[src/rtl/multi_target_game.sv]
// multi_target_game: timed target-hitting game core.
// A blade moved once per frame by direction inputs scores one point per
// target it touched during that frame; a round lasts GAME_SECONDS seconds.
// Optional build macro: MULTI_TARGET_COMBO_EN doubles the points of any frame
// that hits two or more targets (score still saturates).
module multi_target_game #(
    parameter int NUM_TARGETS  = 4,
    parameter int BLADE_SPEED  = 4,
    parameter int GAME_SECONDS = 30,
    parameter int SCORE_W      = 8,
    parameter int CLK_HZ       = 65000000
) (
    input  logic                   vclock,
    input  logic                   reset,
    input  logic                   start,
    input  logic                   up,
    input  logic                   down,
    input  logic                   left,
    input  logic                   right,
    input  logic                   blade_occupied,
    input  logic [NUM_TARGETS-1:0] target_occupied,
    input  logic [10:0]            hcount,
    input  logic [9:0]             vcount,
    output logic [10:0]            blade_x,
    output logic [9:0]             blade_y,
    output logic [NUM_TARGETS-1:0] target_en,
    output logic [NUM_TARGETS-1:0] respawn,
    output logic [5:0]             countdown,
    output logic [SCORE_W-1:0]     score,
    output logic [1:0]             state
);

    typedef enum logic [1:0] {
        S_IDLE = 2'b00,
        S_PLAY = 2'b01,
        S_OVER = 2'b10
    } state_t;

    localparam int PW = (CLK_HZ > 1) ? $clog2(CLK_HZ) : 1;
    localparam int SW = SCORE_W + 6;
    localparam logic [SCORE_W-1:0] SCORE_MAX = '1;

    state_t                 cur, nxt;
    logic [PW-1:0]          presc;
    logic [NUM_TARGETS-1:0] flags;
    logic [NUM_TARGETS-1:0] new_hits;
    logic                   play, launch, frame_tick, sec_wrap;
    logic [3:0]             hit_cnt;
    logic [4:0]             add;
    logic [SW-1:0]          sum;
    logic [SCORE_W-1:0]     score_n;
    logic [10:0]            blade_x_n;
    logic [9:0]             blade_y_n;
    int                     bx_i, by_i;

    assign play       = (cur == S_PLAY);
    assign launch     = !play && start;
    assign frame_tick = (hcount == 11'd1030) && (vcount == 10'd800);
    assign sec_wrap   = play && (presc == PW'(CLK_HZ - 1));
    assign new_hits   = {NUM_TARGETS{blade_occupied}} & target_occupied & target_en;

    // FSM state register
    always_ff @(posedge vclock or posedge reset) begin
        if (reset) cur <= S_IDLE;
        else       cur <= nxt;
    end

    // FSM next state: start launches a round, the last second wrap ends it
    always_comb begin
        nxt = cur;
        case (cur)
            S_IDLE, S_OVER: if (start) nxt = S_PLAY;
            S_PLAY:         if (sec_wrap && countdown == 6'd1) nxt = S_OVER;
            default:        nxt = S_IDLE;
        endcase
    end

    // FSM outputs: targets are only shown while playing
    always_comb begin
        target_en = play ? '1 : '0;
        state     = cur;
    end

    // Frame scoring and blade motion, computed from the current flags/position
    always_comb begin
        hit_cnt = '0;
        for (int i = 0; i < NUM_TARGETS; i++) hit_cnt = hit_cnt + 4'(flags[i]);
`ifdef MULTI_TARGET_COMBO_EN
        add = (hit_cnt >= 4'd2) ? {hit_cnt, 1'b0} : {1'b0, hit_cnt};
`else
        add = {1'b0, hit_cnt};
`endif
        sum     = SW'(score) + SW'(add);
        score_n = (sum > SW'(SCORE_MAX)) ? SCORE_MAX : sum[SCORE_W-1:0];

        // opposite requests cancel; moves past an edge stop at the edge
        bx_i = int'(blade_x);
        by_i = int'(blade_y);
        if (left && !right)  bx_i = bx_i - BLADE_SPEED;
        if (right && !left)  bx_i = bx_i + BLADE_SPEED;
        if (up && !down)     by_i = by_i - BLADE_SPEED;
        if (down && !up)     by_i = by_i + BLADE_SPEED;
        if (bx_i < 0)        bx_i = 0;
        if (bx_i > 1023)     bx_i = 1023;
        if (by_i < 0)        by_i = 0;
        if (by_i > 767)      by_i = 767;
        blade_x_n = 11'(bx_i);
        blade_y_n = 10'(by_i);
    end

    // Round datapath: prescaler, countdown, hit flags, score, blade, respawn
    always_ff @(posedge vclock or posedge reset) begin
        if (reset) begin
            presc     <= '0;
            countdown <= 6'(GAME_SECONDS);
            score     <= '0;
            blade_x   <= 11'd480;
            blade_y   <= 10'd280;
            flags     <= '0;
            respawn   <= '0;
        end else begin
            respawn <= '0;
            if (launch) begin
                presc     <= '0;
                countdown <= 6'(GAME_SECONDS);
                score     <= '0;
                blade_x   <= 11'd480;
                blade_y   <= 10'd280;
                flags     <= '0;
                respawn   <= '1;
            end else if (play) begin
                presc <= sec_wrap ? '0 : presc + 1'b1;
                if (sec_wrap) countdown <= countdown - 6'd1;
                if (frame_tick) begin
                    // hits landing on the tick cycle belong to the next frame
                    score   <= score_n;
                    respawn <= flags;
                    flags   <= new_hits;
                    blade_x <= blade_x_n;
                    blade_y <= blade_y_n;
                end else begin
                    flags <= flags | new_hits;
                end
            end else begin
                flags <= '0;
            end
        end
    end

endmodule

[config.mk]
export PLATFORM = sky130hd
export DESIGN_NAME = multi_target_game
export DESIGN_NICKNAME = d
export VERILOG_FILES = /design/src/rtl/multi_target_game.sv
export SDC_FILE = /design/constraint.sdc
export NUM_CORES = 1
export LEC_CHECK = 0
export CAP_MARGIN = 20
export CORE_AREA = 2 2 101 103
export DETAILED_ROUTE_END_ITERATION = 16
export DIE_AREA = 0 0 103 105
export PLACE_DENSITY_LB_ADDON = 0.3
export SYNTH_ARGS = -nofsm -noshare
export SYNTH_HDL_FRONTEND = slang
export SYNTH_SLANG_ARGS = --single-unit
[constraint.sdc]
create_clock -name vclock -period 3.6 [get_ports vclock]
set_input_delay 0.36 -clock vclock [delete_from_list [all_inputs] [get_ports vclock]]
set_output_delay 0.36 -clock vclock [all_outputs]
set_load 0.02 [all_outputs]
==> impl_metrics.csv, run 1 <==
group,metric,value,unit
global_routing,gr-total-overflow,0,
worst_setup_path,crit_type,"reg2reg",
worst_setup_path,critPathMaxStageDelay,470,ps
logic_synthesis,syn_area,4620,sq um
timing,finalMaxSlewViolations,0,
power,p_sw_share,21.7,%
power,p_per_area,294,nW/um^2
routing,drc,0,
timing,rsz0062_at_grt,"no",
floorplanning,die_w,103,um
run,cap_violations,0,
floorplanning,initial_core_util,47.9,%
timing,slew_headroom,41.0,%
power,clkPwrFrac,45.7,%
logic_synthesis,yosysTopAreaCell,"dfrtp_1",
timing,tightest_slew,884,ps
timing,tns,0,ps
routing,dr_wl_met3,625,um
logic_synthesis,synth_top_area_share,32.5,%
worst_setup_path,cp_cell_sequence,"inv_1 -> ha_1 -> nor4bb_2 -> buf_4 -> nand3_1 -> xnor2_2 -> nand3_1 -> ha_1 -> nor4_1 -> nand4_1 -> buf_4 -> a21o_1 -> a2111oi_1 -> a211oi_1",
logic_synthesis,syn_avg_cell_area,8.71,sq um
cells_and_area,n_antenna_cell,0,
min_path,hp-class,"in2async",
power,share_comb_of_total_power,8.4,%
timing,fin_crit,3470,ps
logic_synthesis,postSynth.asyncResetShare,100,%
logic_synthesis,postSynth.topFlopCell,"dfrtp_1",
worst_setup_path,critical_path_arrival,3720,ps
cts,cts_buffers,9,
cts,clock_latency,350,ps
global_routing,grt_pass1_wl,20500,um
logic_synthesis,ys_warn_count,0,
logic_synthesis,synth_seq_area_share,38.8,%
worst_setup_path,slowest_stage,"dfrtp_2",
cts,cts_max_level,3,
floorplanning,placeableCoreArea,9640,sq um
floorplanning,die_h,105,um
routing,num_vias,4438,
cts,root_buffer,"clkbuf_8",
routing,dr.first_iter.drc_count,374,
routing,first_pass_iters,4,
logic_synthesis,yosysMostFrequentCell,"dfrtp_1",
timing,fin_crit_sh,96.5,%
cells_and_area,nNetsFinal,679,
power,leakage,0.00259,uW
cts,cts_tree,"done",
worst_setup_path,startpoint_type,"flip-flop",
worst_setup_path,crit_start,"blade_x[2]",
routing,viasPerCell,5.82,
worst_setup_path,rr_worst_depth,14,
worst_setup_path,setup.worst_path.end_class,"flip-flop",
cts,holdBufCountCts,0,
timing,fmax,0.288,GHz
logic_synthesis,synth.distinct_cells,61,
cts,cts.reportedPaths.clkPinSlew,80,ps
routing,wl,12400,um
run_status,status,"finished clean",
place,place_area,5660,sq um
worst_setup_path,critPathTopFamily,"simple AND/OR/NAND/NOR gates",
cells_and_area,area_growth,29.3,%
logic_synthesis,synth_area_leaders,"dfrtp_1 33%, dfstp_2 6.3%, ha_1 5.1%, nor2_1 4.4%, nand2_1 4.1%",
global_routing,antenna_found_initial,0,
worst_setup_path,endpoint,"blade_x[6]",
routing,wl_per_cell,16.2,um
logic_synthesis,synth-seq-cells,71,
worst_setup_path,required,3850,ps
floorplanning,std_cell_rows,36,
routing,wl_met1,5350,um
timing,setup_viol,0,
power,ir_worst_vdd,0.177,mV
worst_setup_path,path_buf_inv,3,
worst_setup_path,cp_max_fo,8,
logic_synthesis,synth_commonest_cells,"60 x dfrtp_1, 54 x nor2_1, 50 x nand2_1",
floorplanning,pin_count,78,
global_routing,gr-usage-all-layers,23.6,%
floorplanning,dieArea,10800,sq um
cells_and_area,final_area,5970,sq um
logic_synthesis,synth_enable_flop_cells,0,
routing,wl_met2,6180,um
routing,routed.top_layer,"met4",
cts,max-clock-path-buffers,2,
power,seqPwrFrac,45.9,%
logic_synthesis,synthCells,530,
routing,antenna_left,0,
global_routing,grt_pass1_vias,4290,
global_routing,grt_max_degree,43,
place,place_congestion,0.929,
worst_setup_path,crit_cells,14,
place,port-buffer-count,77,
cells_and_area,drive_above_1_share,11.6,%
place,place_hpwl,9120,um
power,switchingPower,380,uW
logic_synthesis,syn_nets,585,
worst_setup_path,rr_endpoint,"blade_x[6]",
worst_setup_path,reg2reg_from,"blade_x[2]",
timing,finClkSkew,7.64,ps
timing,hold_violations,0,
worst_setup_path,rrSetupSlack,130,ps
cts,cts.sinks,71,
power,intPower,1370,uW
worst min-delay path by stage:
stage,start,end,slack [ps],cells past startpoint
final,reset,score[5],510,2
after detailed placement,presc[20],presc[20],510,1
after global placement,presc[20],presc[20],490,1
after CTS,reset,score[5],520,2
after global routing,presc[25],presc[25],550,1
after floorplan,presc[25],presc[25],440,1
through the flow:
step | hold slack (ps) | util, % | total power [uW] | setup slack [ps] | instances
after floorplan | 443 | - | 884 | 37.9 | 530
after global placement | 494 | 58.7 | 957 | -89.9 | 743
after detailed placement | 509 | 58.7 | 961 | -221 | 743
after CTS | 520 | 61.3 | 1760 | 28.9 | 759
after global routing | 552 | 62.0 | 1810 | 2.30 | 762
final | 510 | 62.0 | 1750 | 126 | 762
routing by layer:
| layer | GRT usage (%) | up-vias |
|---|---|---|
| met1 | 32.2 | 2157 |
| li1 | - | 2124 |
| met2 | 38.6 | 137 |
| met4 | 6.48 | 0 |
| met3 | 3.81 | 20 |
| met5 | 0 | - |
layout by cell type (no fill, tap or decap), drive strengths merged, types with 7 or more instances in the layout:
master	instances
o21ai	25
nor4	9
nor3	21
nand3	35
nand2b	7
inv	21
nand2	50
xnor2	16
or3	9
ha	19
clkdlybuf4s50	77
dfrtp	60
buf	32
clkbuf	11
nor2	54
and3	11
dfstp	11
xor2	19
nand4	21
a21oi	25
a22oi	7
layout make-up:
cell class	instances	area, sq um
clock buffer	11	151
clock inverter	5	104
fill	844	3670
inverter	22	82.6
multi-input combinational	411	2670
sequential	71	1790
tap	133	166
timing repair buffer	109	1010
power by group through the flow:
| stage | Sequential [uW] | Clock (uW) | Combinational (uW) |
|---|---|---|---|
| after floorplan | 824 | 0 | 60.5 |
| after global placement | 820 | 0 | 137 |
| after detailed placement | 820 | 0 | 141 |
| after CTS | 805 | 815 | 142 |
| after global routing | 805 | 847 | 162 |
| final | 805 | 802 | 148 |
state kept, by name, summed over array words and instances, names as in the netlist:
signal / cells
presc: 26
blade_x: 11
blade_y: 10
score: 8
countdown: 6
flags: 4
respawn: 4
state: 2
what timing repair did:
action | 4_1_cts | 5_1_grt
setup buffers | 0 | 3
pin swaps | 0 | 2
endpoints found under the setup margin | 1 | 10
gates resized for setup | 1 | 7
worst register-to-register path, cell delays in order (launching register included):
cell and delay (ps):
dfrtp_2 470, inv_1 110, ha_1 230, nor4bb_2 240, buf_4 200, nand3_1 180, xnor2_2 300, nand3_1 110
ha_1 200, nor4_1 290, nand4_1 160, buf_4 160, a21o_1 170, a2111oi_1 420, a211oi_1 130
cells by family (layout without fill, tap and decap cells):
kind of cell	count (synthesis)	count (layout)	synth area share [%]
and+or+nand+nor	253	253	29.2
adders and majority gates	22	22	6.45
AOI/OAI and AO/OA	99	99	14.1
DFF	71	71	38.8
xor gates and xnor gates	35	35	6.64
buffers and inverters	48	147	4.44
muxes	2	2	0.461
Note: power is estimated with default switching activity, not from simulation.
==> run 2, diff against run 1 <==
ABC_AREA = 1   (was unset)
CORE_AREA = 2 2 105 107   (was 2 2 101 103)
DIE_AREA = 0 0 107 109   (was 0 0 103 105)
==> run 2 against run 1 <==
Synthesized area is 11% higher. Combinational power is 140% higher. Sequential share of layout area is 1.3 points lower. Fmax is 7.2% higher. Via count is 10% higher. Utilization is 3.2 points lower. Largest power group unchanged. Hold slack worse by 160 ps. Global-route usage is 1.0 points lower. Non-clock buffer count is 25 lower. Critical endpoint is now blade_y[5]. Critical path type unchanged.
==> impl_metrics.csv, run 2 <==
group,metric,value,unit
run_status,status,"finished clean",
place,port-buffer-count,77,
cells_and_area,fillers,989,
worst_setup_path,critical_path_arrival,3470,ps
cells_and_area,seq_area,1790,sq um
cells_and_area,final_common_cell,"nand2_1",
floorplanning,pin_count,78,
floorplanning,die_w,107,um
worst_setup_path,required,3840,ps
logic_synthesis,postSynth.topFlopCell,"dfrtp_1",
logic_synthesis,synth-seq-cells,71,
logic_synthesis,syn_nets,761,
run,cap_violations,0,
global_routing,gr-total-overflow,0,
routing,antenna_left,0,
logic_synthesis,synth_commonest_cells,"166 x nand2_1, 108 x inv_1, 66 x nor2_1",
place,place_area,6060,sq um
cts,cts.reportedPaths.clkPinSlew,80,ps
worst_setup_path,cp_max_fo,6,
timing,finClkSkew,10.4,ps
logic_synthesis,syn_avg_cell_area,7.27,sq um
cts,cts_max_level,3,
cells_and_area,largest_reg_flops,26,
floorplanning,placeableCoreArea,10600,sq um
cells_and_area,nNetsFinal,847,
cells_and_area,largest-register,"presc",
global_routing,grt_pass1_vias,4608,
cells_and_area,final_cell_count_no_fill,937,
logic_synthesis,synth_seq_area_share,34.9,%
cts,clock_latency,350,ps
cts,root_buffer,"clkbuf_8",
place,place_congestion,0.907,
floorplanning,initial_core_util,48.4,%
timing,fmax,0.309,GHz
cells_and_area,drive_above_1_share,11.7,%
timing,hold_violations,0,
timing,rsz0062_at_grt,"no",
logic_synthesis,synth_top_area_share,29.3,%
global_routing,antenna_found_initial,0,
timing,fin_crit,3240,ps
timing,tightest_slew,540,ps
worst_setup_path,rr_worst_depth,14,
logic_synthesis,syn_area,5130,sq um
worst_setup_path,crit_type,"reg2reg",
cts,cts.sinks,71,
routing,wl,12600,um
floorplanning,dieArea,11700,sq um
timing,fin_crit_sh,90.0,%
routing,viasPerCell,5.23,
logic_synthesis,synth.distinct_cells,49,
timing,setup_viol,0,
place,dp.cells,921,
routing,first_pass_iters,5,
cts,post_cts_buffers,0,
cts,cts_resized,0,
worst_setup_path,startpoint_type,"flip-flop",
floorplanning,die_h,109,um
logic_synthesis,yosysMostFrequentCell,"nand2_1",
power,ir_worst_vdd,0.201,mV
cts,holdBufCountCts,0,
timing,finalMaxSlewViolations,0,
logic_synthesis,synth_enable_flop_cells,0,
global_routing,grt_max_degree,30,
timing,tns,0,ps
floorplanning,std_cell_rows,38,
logic_synthesis,yosysTopAreaCell,"dfrtp_1",
routing,wl_per_cell,13.4,um
cts,max-clock-path-buffers,2,
cells_and_area,reg.largest.list,"presc x26, blade_x x11, blade_y x10",
logic_synthesis,synthCells,706,
cells_and_area,multiInputGateArea,2830,sq um
power,p_per_area,293,nW/um^2
timing,holdWs,347,ps
cells_and_area,final_cell_mix,"166 x nand2_1, 107 x inv_1, 77 x clkdlybuf4s50_1, 66 x nor2_1, 60 x dfrtp_1",
power,leakage,0.00305,uW
routing,drc,0,
cells_and_area,n_antenna_cell,0,
routing,num_vias,4898,
min_path,hp-class,"in2async",
global_routing,gr-usage-all-layers,22.6,%
cells_and_area,area_growth,21.4,%
timing,slew_headroom,63.6,%
worst_setup_path,setup.worst_path.end_class,"flip-flop",
logic_synthesis,postSynth.asyncResetShare,100,%
cts,cts_buffers,9,
cts,cts_tree,"done",
logic_synthesis,ys_warn_count,0,
place,place_hpwl,9960,um
global_routing,grt_pass1_wl,21100,um
worst_setup_path,rrSetupSlack,360,ps
routing,dr.first_iter.drc_count,281,
cells_and_area,final_area,6230,sq um
logic_synthesis,synth_area_leaders,"dfrtp_1 29%, nand2_1 12%, inv_1 7.9%, dfstp_2 5.6%, nor2_1 4.8%",
## run 2: cell count changes in the layout (fill, tap and decap cells not counted), sizes merged, moves of 7 or more
cell	previous run	this run
o21ai	25	42
inv	21	118
nand3	35	52
and3	11	2
xor2	19	8
nand2b	7	0
nand4	21	31
buf	32	7
nand2	50	176
or3	9	0
xnor2	16	2
nor2	54	85
## run 2: per-layer routing
metal | wire length [um] | global-route usage, % | share of wire (%)
met1 | 5900 | 30.3 | 47
met4 | 158 | 6.49 | 1.3
met5 | 0 | 0 | 0
met2 | 6020 | 37.9 | 48
met3 | 525 | 3.71 | 4.2
## run 2: worst max-delay path, stage by stage (launching register included)
cell and delay, ps:
dfrtp_1 470, inv_1 150, ha_1 180, nand3_1 130, nor2_2 140, nand4_1 150, nor3_1 460, nand3_1 150
ha_1 220, nor4_1 270, nand4_1 100, o21ai_0 380, nand2_1 120, nand2_2 130, nand2_1 70
## run 2: cell type report
class                   instances  share of cell area (%)
clock buffers                  12                    2.33
repair buffers                 84                    13.2
multi-input cells             507                    45.3
flip-flops and latches         71                    28.7
inverters                     119                    7.23
well taps                     140                    2.81
clock inverters                 4                   0.361
## run 2: cell families after synthesis
logic type	share of synthesized area [%]
AND/OR/NAND/NOR	37.7
flip-flops	34.9
buffers and inverters	10.1
adder cells (fa/ha/maj)	5.80
XOR/XNOR	1.71
AO/OA/AOI/OAI	9.80
## run 2: per-stage QoR
stage / util, % / worst slack [ps] / total power (uW)
after detailed placement: 57.2 / 214 / 1280
after global routing: 58.8 / 100 / 1940
after CTS: 58.8 / 372 / 1840
after floorplan: - / 731 / 1150
after global placement: 57.2 / 372 / 1260
final: 58.8 / 361 / 1830
## run 2: power breakdown
group	leakage, uW	internal, uW	switching (uW)
logic	0.00203	147	215
registers	0.000926	850	51.5
clock network	0.0000861	266	299
## run 2: path summary, 6_finish.rpt
| kind | from | endpoint |
|---|---|---|
| worst max-delay path | blade_y[2] | blade_y[5] |
| worst min-delay path | reset | presc[6] |
| worst max register to register | blade_y[2] | blade_y[5] |
| worst min register to register | presc[23] | presc[23] |
| max in group asynchronous | reset | blade_x[7] |
| min in group vclock | presc[23] | presc[23] |
==> run 3, diff against run 2 <==
CELL_PAD_IN_SITES_DETAIL_PLACEMENT = 0   (was unset)
CELL_PAD_IN_SITES_GLOBAL_PLACEMENT = 1   (was unset)
CORE_AREA = 2 2 123 125   (was 2 2 105 107)
DIE_AREA = 0 0 125 127   (was 0 0 107 109)
REMOVE_ABC_BUFFERS = 1   (was unset)
==> run 3 against run 2 <==
Fmax down 0.28%. Final cell count up 4.4%. Final area up 2.2%. Largest cell class unchanged. Largest power group unchanged. Highest routed layer unchanged.
==> impl_metrics.csv, run 3 (synthesis gave the netlist of run 2 again) <==
group,metric,value,unit
run_status,status,"finished clean",
routing,viasPerCell,4.98,
worst_setup_path,crit_type,"reg2reg",
floorplanning,initial_core_util,35.6,%
timing,finClkSkew,7.41,ps
routing,wl_per_cell,13.9,um
global_routing,grt_pass1_wl,22700,um
global_routing,antenna_found_initial,0,
routing,antenna_left,0,
timing,fmax,0.308,GHz
cells_and_area,largest_reg_flops,26,
timing,setup_viol,0,
cells_and_area,seq_area,1790,sq um
place,dp_slack,236,ps
place,place_hpwl,10600,um
timing,fin_crit_sh,90.2,%
floorplanning,pin_count,78,
cells_and_area,n_antenna_cell,0,
global_routing,grt_pass1_vias,4714,
timing,tns,0,ps
cts,post_cts_buffers,0,
power,seqPwrFrac,43.4,%
power,clkPwrFrac,39.4,%
power,p_per_area,327,nW/um^2
floorplanning,placeableCoreArea,14400,sq um
worst_setup_path,setup.worst_path.end_class,"flip-flop",
routing,first_pass_iters,6,
routing,num_vias,4873,
cts,cts_buffers,9,
worst_setup_path,rr_worst_depth,14,
cells_and_area,fillers,1466,
cts,cts_tree,"done",
timing,fin_crit,3250,ps
cts,cts_max_level,3,
cells_and_area,final_common_cell,"nand2_1",
cts,root_buffer,"clkbuf_16",
power,p_sw_share,28.2,%
floorplanning,dieArea,15900,sq um
floorplanning,die_w,125,um
timing,finalMaxSlewViolations,0,
floorplanning,die_h,127,um
cts,max-clock-path-buffers,2,
worst_setup_path,cp_cell_sequence,"inv_1 -> ha_1 -> nand3_1 -> nor2_2 -> nand4_1 -> nor3_1 -> nand3_1 -> ha_1 -> nor4_1 -> nand4_1 -> o21ai_0 -> nand2_1 -> nand2_2 -> nand2_1",
timing,slew_headroom,40.1,%
global_routing,grt_max_degree,72,
power,leakage,0.00308,uW
power,share_comb_of_total_power,17.2,%
worst_setup_path,startpoint_type,"flip-flop",
timing,rsz0062_at_grt,"no",
worst_setup_path,slowest_stage,"dfrtp_1",
global_routing,gr-usage-all-layers,17.6,%
cts,cts.reportedPaths.clkPinSlew,50,ps
worst_setup_path,critical_path_arrival,3470,ps
power,switchingPower,587,uW
cells_and_area,reg.largest.list,"presc x26, blade_x x11, blade_y x10",
cells_and_area,area_growth,24.1,%
routing,dr.first_iter.drc_count,367,
place,dp.cells,962,
cts,clock_latency,340,ps
power,ir_worst_vdd,0.303,mV
power,intPower,1500,uW
timing,hold_violations,0,
cells_and_area,nNetsFinal,844,
floorplanning,std_cell_rows,44,
worst_setup_path,critPathMaxStageDelay,470,ps
timing,timing.final.ws_setup,351,ps
cells_and_area,multiInputGateArea,2830,sq um
cells_and_area,drive_above_1_share,11.1,%
routing,drc,0,
cells_and_area,largest-register,"presc",
cts,holdBufCountCts,0,
worst_setup_path,cp_max_fo,6,
cts,cts_resized,0,
cts,cts.sinks,71,
place,place_congestion,0.900,
run,cap_violations,0,
worst_setup_path,required,3820,ps
routing,wl,13600,um
cells_and_area,final_cell_mix,"166 x nand2_1, 107 x inv_1, 77 x clkdlybuf4s50_1, 66 x nor2_1, 60 x dfrtp_1",
min_path,hold_depth,1,
min_path,hp-class,"reg2reg",
place,port-buffer-count,77,
global_routing,gr-total-overflow,0,
cells_and_area,final_cell_count_no_fill,978,
timing,tightest_slew,898,ps
## run 3: cell types whose count changed in the layout (fill, tap and decap cells not counted)
cell        before  now
buf_4            7    4
clkbuf_16        0    9
clkinv_2         4    2
clkbuf_8        10    2
clkbuf_1         2    4
clkinvlp_4       1    0
## run 3: worst paths after layout
path | startpoint | endpoint | slack (ps)
max | blade_y[2] | blade_y[1] | 350
min | presc[23] | presc[23] | 470
max reg2reg | blade_y[2] | blade_y[1] | 350
min reg2reg | presc[23] | presc[23] | 470
max in group asynchronous | reset | flags[3] | 2410
min in group asynchronous | reset | blade_y[0] | 620
## run 3: layout make-up
type,instances,share of cell area (%)
inverter,119,7.07
clock inverter,1,0.0786
multi-input combinational,507,44.4
tap,184,3.61
timing repair buffer,81,12.6
clock buffer,15,4.20
sequential,71,28.1
## run 3: routing by layer
metal	GRT usage [%]	share of wire, %	up-vias
met5	0	0	-
met4	4.71	1.3	0
met3	3.98	3.7	19
met2	29.6	48	90
met1	22.8	47	2298
li1	-	-	2466
## run 3: worst max-delay path: cells and delay by family, from the launching register on
kind / cells / cell delay, ps
AOI/OAI and AO/OA: 1 / 380
adders and majority gates: 2 / 400
buffers and inverters: 1 / 140
DFF: 1 / 470
and+or+nand+nor: 10 / 1730
## run 3: power by group through the flow
stage	clock network (uW)	logic, uW	registers [uW]
after CTS	840	364	904
after global routing	878	407	913
after floorplan	0	222	915
after detailed placement	0	363	918
after global placement	0	356	915
final	822	359	904
## run 3: per-stage QoR
stage,hold WS [ps],power [uW],util [%],area [sq um]
2_1_floorplan,433,1140,-,5070
3_3_place_gp,454,1270,42.3,6100
3_5_place_dp,461,1280,42.3,6100
4_1_cts,469,2110,44.2,6370
5_1_grt,511,2200,44.2,6370
6_report,473,2090,44.2,6370
